--- config.mk ---
export PLATFORM = sky130hd
export DESIGN_NAME = griffin_mod_acc_254
export DESIGN_NICKNAME = d
export VERILOG_FILES = /design/src/rtl/griffin_pkg.sv /design/src/rtl/mod_add_254.sv /design/src/rtl/griffin_mod_acc_254.sv
export SDC_FILE = /design/constraint.sdc
export NUM_CORES = 2
export LEC_CHECK = 0
export CAP_MARGIN = 10
export CORE_MARGIN = 8
export CORE_UTILIZATION = 30
export DETAILED_ROUTE_END_ITERATION = 16
export SLEW_MARGIN = 20
export SYNTH_ARGS = -nofsm -noshare
export SYNTH_HDL_FRONTEND = slang
export SYNTH_SLANG_ARGS = --single-unit
--- constraint.sdc ---
create_clock -name clk -period 12 [get_ports clk]
set_clock_uncertainty 0.1 [all_clocks]
set_input_delay 1.2 -clock clk [delete_from_list [all_inputs] [get_ports clk]]
set_output_delay 1.2 -clock clk [all_outputs]
set_load 0.01 [all_outputs]
--- src/rtl/griffin_pkg.sv ---
// Shared BN254 scalar-field definitions for the Griffin datapath blocks.
// This package is the single place that defines the field modulus p.
package griffin_pkg;

    localparam int FIELD_W = 254;

    typedef logic [FIELD_W-1:0] felem_t;

    localparam felem_t PRIME_MODULUS =
        254'h30644e72e131a029b85045b68181585d2833e84879b9709143e1f593f0000001;

    // Accumulator control states; out_valid is high exactly in ST_HOLD.
    localparam logic [0:0] ST_ACCUM = 1'b0;
    localparam logic [0:0] ST_HOLD  = 1'b1;

endpackage

--- src/rtl/mod_add_254.sv ---
// Combinational a + b mod p for operands already reduced below p.
// Because both inputs are < p, one conditional subtraction of p always gives a reduced result.
module mod_add_254
    import griffin_pkg::*;
(
    input  logic [FIELD_W-1:0] i_a,
    input  logic [FIELD_W-1:0] i_b,
    output logic [FIELD_W-1:0] o_sum
);

    logic [FIELD_W:0] w_sum_ext;
    logic [FIELD_W:0] w_p_ext;
    logic             w_ge_p;

    assign w_p_ext   = {1'b0, PRIME_MODULUS};
    assign w_sum_ext = {1'b0, i_a} + {1'b0, i_b};
    assign w_ge_p    = (w_sum_ext >= w_p_ext);
    assign o_sum     = w_ge_p ? FIELD_W'(w_sum_ext - w_p_ext) : w_sum_ext[FIELD_W-1:0];

endmodule

--- src/rtl/griffin_mod_acc_254.sv ---
// Streaming per-group modular accumulator with a one-entry output register.
//   state    | meaning
//   ST_ACCUM | output register empty; beats accumulate into acc
//   ST_HOLD  | out_data/out_count hold a finished group sum (out_valid = 1)
module griffin_mod_acc_254
    import griffin_pkg::*;
#(
    parameter int WIDTH = FIELD_W,
    parameter int CNT_W = 8
)
(
    input  logic             clk,
    input  logic             rst_n,
    input  logic             in_valid,
    output logic             in_ready,
    input  logic [WIDTH-1:0] in_data,
    input  logic             in_last,
    output logic             out_valid,
    input  logic             out_ready,
    output logic [WIDTH-1:0] out_data,
    output logic [CNT_W-1:0] out_count
);

    logic [0:0]       r_state;
    logic [WIDTH-1:0] r_acc;
    logic [CNT_W-1:0] r_cnt;
    logic [WIDTH-1:0] r_out_data;
    logic [CNT_W-1:0] r_out_count;

    logic [WIDTH-1:0] w_sum;
    logic [CNT_W-1:0] w_cnt_inc;
    logic             w_accept;
    logic             w_out_fire;

    mod_add_254 u_mod_add (
        .i_a   (r_acc),
        .i_b   (in_data),
        .o_sum (w_sum)
    );

    // A full output register can still take a beat if it is being drained this cycle.
    assign out_valid  = (r_state == ST_HOLD);
    assign in_ready   = !out_valid || out_ready;
    assign w_accept   = in_valid && in_ready;
    assign w_out_fire = out_valid && out_ready;
    assign w_cnt_inc  = (r_cnt == {CNT_W{1'b1}}) ? r_cnt : r_cnt + CNT_W'(1);

    always_ff @(posedge clk) begin
        if (!rst_n) begin
            r_state     <= ST_ACCUM;
            r_acc       <= '0;
            r_cnt       <= '0;
            r_out_data  <= '0;
            r_out_count <= '0;
        end else begin
            if (w_accept && in_last) begin
                r_out_data  <= w_sum;
                r_out_count <= w_cnt_inc;
                r_acc       <= '0;
                r_cnt       <= '0;
            end else if (w_accept) begin
                r_acc <= w_sum;
                r_cnt <= w_cnt_inc;
            end

            // A new closing beat wins over a drain so the next sum follows with no bubble.
            if (w_accept && in_last) begin
                r_state <= ST_HOLD;
            end else if (w_out_fire) begin
                r_state <= ST_ACCUM;
            end
        end
    end

    assign out_data  = r_out_data;
    assign out_count = r_out_count;

endmodule

==> results.cfg <==
[logic_synthesis]
ys_ff_latch = 525
synthArstFlopShare_pct = 0
ys_seq_area_share_pct = 20.7
synth_top_area_share_pct = 20.7
synth_area_um2 = 50800
synth_warnings = 0
synth_cells = 7439
ys_types = 128
synth.largest_area_cell = dfxtp_1
syn-num-nets = 7956
synth-edff-count = 0
synthFlopType = dfxtp_1
syn_area_per_cell_um2 = 6.83
ys_top_cells_by_area = dfxtp_1 (21%), a21oi_1 (8.6%), nand2_1 (7.4%)

[clock_tree]
cts_tree = yes
cts_setup_buffers = 0
cts.clk_slew.worst_paths_ps = 60
cts_made_buffers = 67
clkSinkCount = 525
hold_buffers = 0
clockRootBuffer = clkbuf_16
worstSkewPairLatency_ps = 730
cts_resized = 0
htree_levels = 3
clock_path_buffers = 3

[timing]
max_freq_ghz = 0.0933
slew_violations = 0
setup_slack_ps = 1280
worstMarginPinSlew_ps = 1360
layout_min_cycle_time_ps = 10720
maxSlewHeadroom_pct = 9.17
hold_violations = 0
rsz0062_at_grt = no
fin_crit_sh_pct = 89.3
setup_tns_ps = 0
setup_viol = 0

[floorplanning]
core_area_um2 = 169000
initial_core_util_pct = 30.1
num_io_pins = 523
placementRows = 151
die_h_um = 428
die-width_um = 428
die_area_um2 = 183000

[detailed_routing]
ant_nets = 0
vias = 61100
wl_mm = 306
drt-pass1-iter-count = 8
avgViaCountPerCell = 6.06
drc_errors = 0
wl_per_cell_um = 30.4
first_iter_violations = 7008

[setup_path]
cp_slowest_cell = a21oi_1
cp_slowest_stage_delay_ps = 850
path_buf_inv = 4
crit_path_end_kind = register
worstPathArrival_ps = 11170
worstPathRequired_ps = 12450
crit_type = input pin to register
critPathTopFamily = simple AND/OR/NAND/NOR gates
worst_setup_path_start_kind = input pin
crit_fanout = 54

[placed_design]
pre_cts_ws_ps = 944
gp_congestion = 1.06
port_buffers = 522
hpwl_mm = 257

[global_route]
overflow = 0
grtUsageTotal_pct = 31.6
grt_pass1_wl_mm = 425
grt_max_degree = 153
grt_pass1_vias = 57000
antenna_found_initial = 17

[finish]
final_common_cell = nand2_1
area_growth_syn_to_layout_pct = 19.7
nets = 8322
mostFrequentLayoutCells = nand2_1 (1001), nor2_1 (960), a21oi_1 (875), o21ai_0 (527), dfxtp_1 (525)
drive_gt1_share_pct = 6.14

[flow_run]
max_cap_viol_count = 0

[power]
p_per_area_nw_per_um2 = 219
power_mw = 13.3
p_leak_nw = 22.2
irDropWorstVdd_v = 0.000152

[outcome]
status = completed

[worst_hold_path]
hold_class = register to register
flip-flops by register name (all words and copies together), names as in the netlist:
name / count
out_count: 8
out_data: 254
out_valid: 1
r_acc: 254
r_cnt: 8
final timing paths:
check / start / to / slack, ps / depth (start not counted)
setup / recovery: in_data[0] / r_acc[85] / 1280 / 29
hold / removal: out_data[174] / out_data[174] / 350 / 2
setup reg to reg: r_acc[60] / r_acc[85] / 2020 / 25
hold reg to reg: out_data[174] / out_data[174] / 350 / 2
metrics by stage:
| step | utilization, % | area (um2) | std cells | hold slack [ps] |
|---|---|---|---|---|
| floorplan | - | 50800 | 7439 | 340 |
| global placement | 34.6 | 58500 | 9950 | 334 |
| detailed placement | 34.7 | 58600 | 9952 | 341 |
| CTS | 36.0 | 60800 | 10100 | 351 |
| global route | 36.0 | 60800 | 10100 | 373 |
| finish | 36.0 | 60800 | 10100 | 347 |
cell usage after synthesis (all sizes together) (15+ instances only):
cell type	instances
a2111oi	19
a211o	15
a211oi	57
a21boi	36
a21o	129
a21oi	881
a221oi	21
a22o	58
a311oi	33
a31oi	67
a41oi	21
and2	82
and3	52
and4	42
buf	132
clkbuf	268
dfxtp	525
ha	257
inv	121
mux2i	18
nand2	1004
nand2b	33
nand3	178
nand4	234
nor2	965
nor2b	35
nor3	203
nor4	106
nor4b	17
o2111ai	16
o211a	19
o211ai	53
o21a	62
o21ai	675
o21bai	88
o221ai	16
o311ai	19
o31a	18
o31ai	65
or2	62
or3	69
or4	18
xnor2	279
xor2	178
routing by layer:
metal	part of all wire, %	track usage, %	vias up
met5	0.021	0	-
met4	6.8	17.9	8
met3	6.8	4.93	638
met2	45	50.7	2764
met1	42	40.3	29700
li1	-	-	28000
worst reg2reg max path, delay by kind of cell (launching register included):
kind / cells / cell delay [ps]
flip-flops: 1 / 350
XOR/XNOR: 2 / 960
AO/OA/AOI/OAI: 8 / 3570
adder cells (fa/ha/maj): 1 / 610
AND/OR/NAND/NOR: 11 / 3500
buffers and inverters: 3 / 740
power by group:
group          internal, mW  switching [mW]  total [mW]
Combinational          2.73            6.13        8.86
Clock                  1.21           0.901        2.11
Sequential             2.08           0.251        2.33
Total                  6.02            7.28        13.3
kinds of logic (layout without fill, tap and decap cells):
| family | after synthesis | after routing | share of synthesized area (%) |
|---|---|---|---|
| AND/OR/NAND/NOR | 3162 | 3162 | 29.5 |
| adder cells (fa/ha/maj) | 258 | 258 | 6.37 |
| flip-flops | 525 | 525 | 20.7 |
| AO/OA/AOI/OAI | 2487 | 2487 | 30.6 |
| buffers and inverters | 521 | 935 | 4.31 |
| multiplexers | 29 | 29 | 0.598 |
| XOR/XNOR | 457 | 457 | 7.91 |
| other | 0 | 11 | 0 |
area by class of cell:
cell class / instances / area [um2]
Antenna cell: 11 / 27.5
Clock buffer: 85 / 1840
Clock inverter: 32 / 385
Fill cell: 18200 / 108000
Inverter: 121 / 454
Multi-Input combinational cell: 6393 / 38200
Sequential cell: 525 / 10500
Tap cell: 2218 / 2780
Timing Repair Buffer: 697 / 6600
No activity file was read; power rests on OpenSTA's default activity.
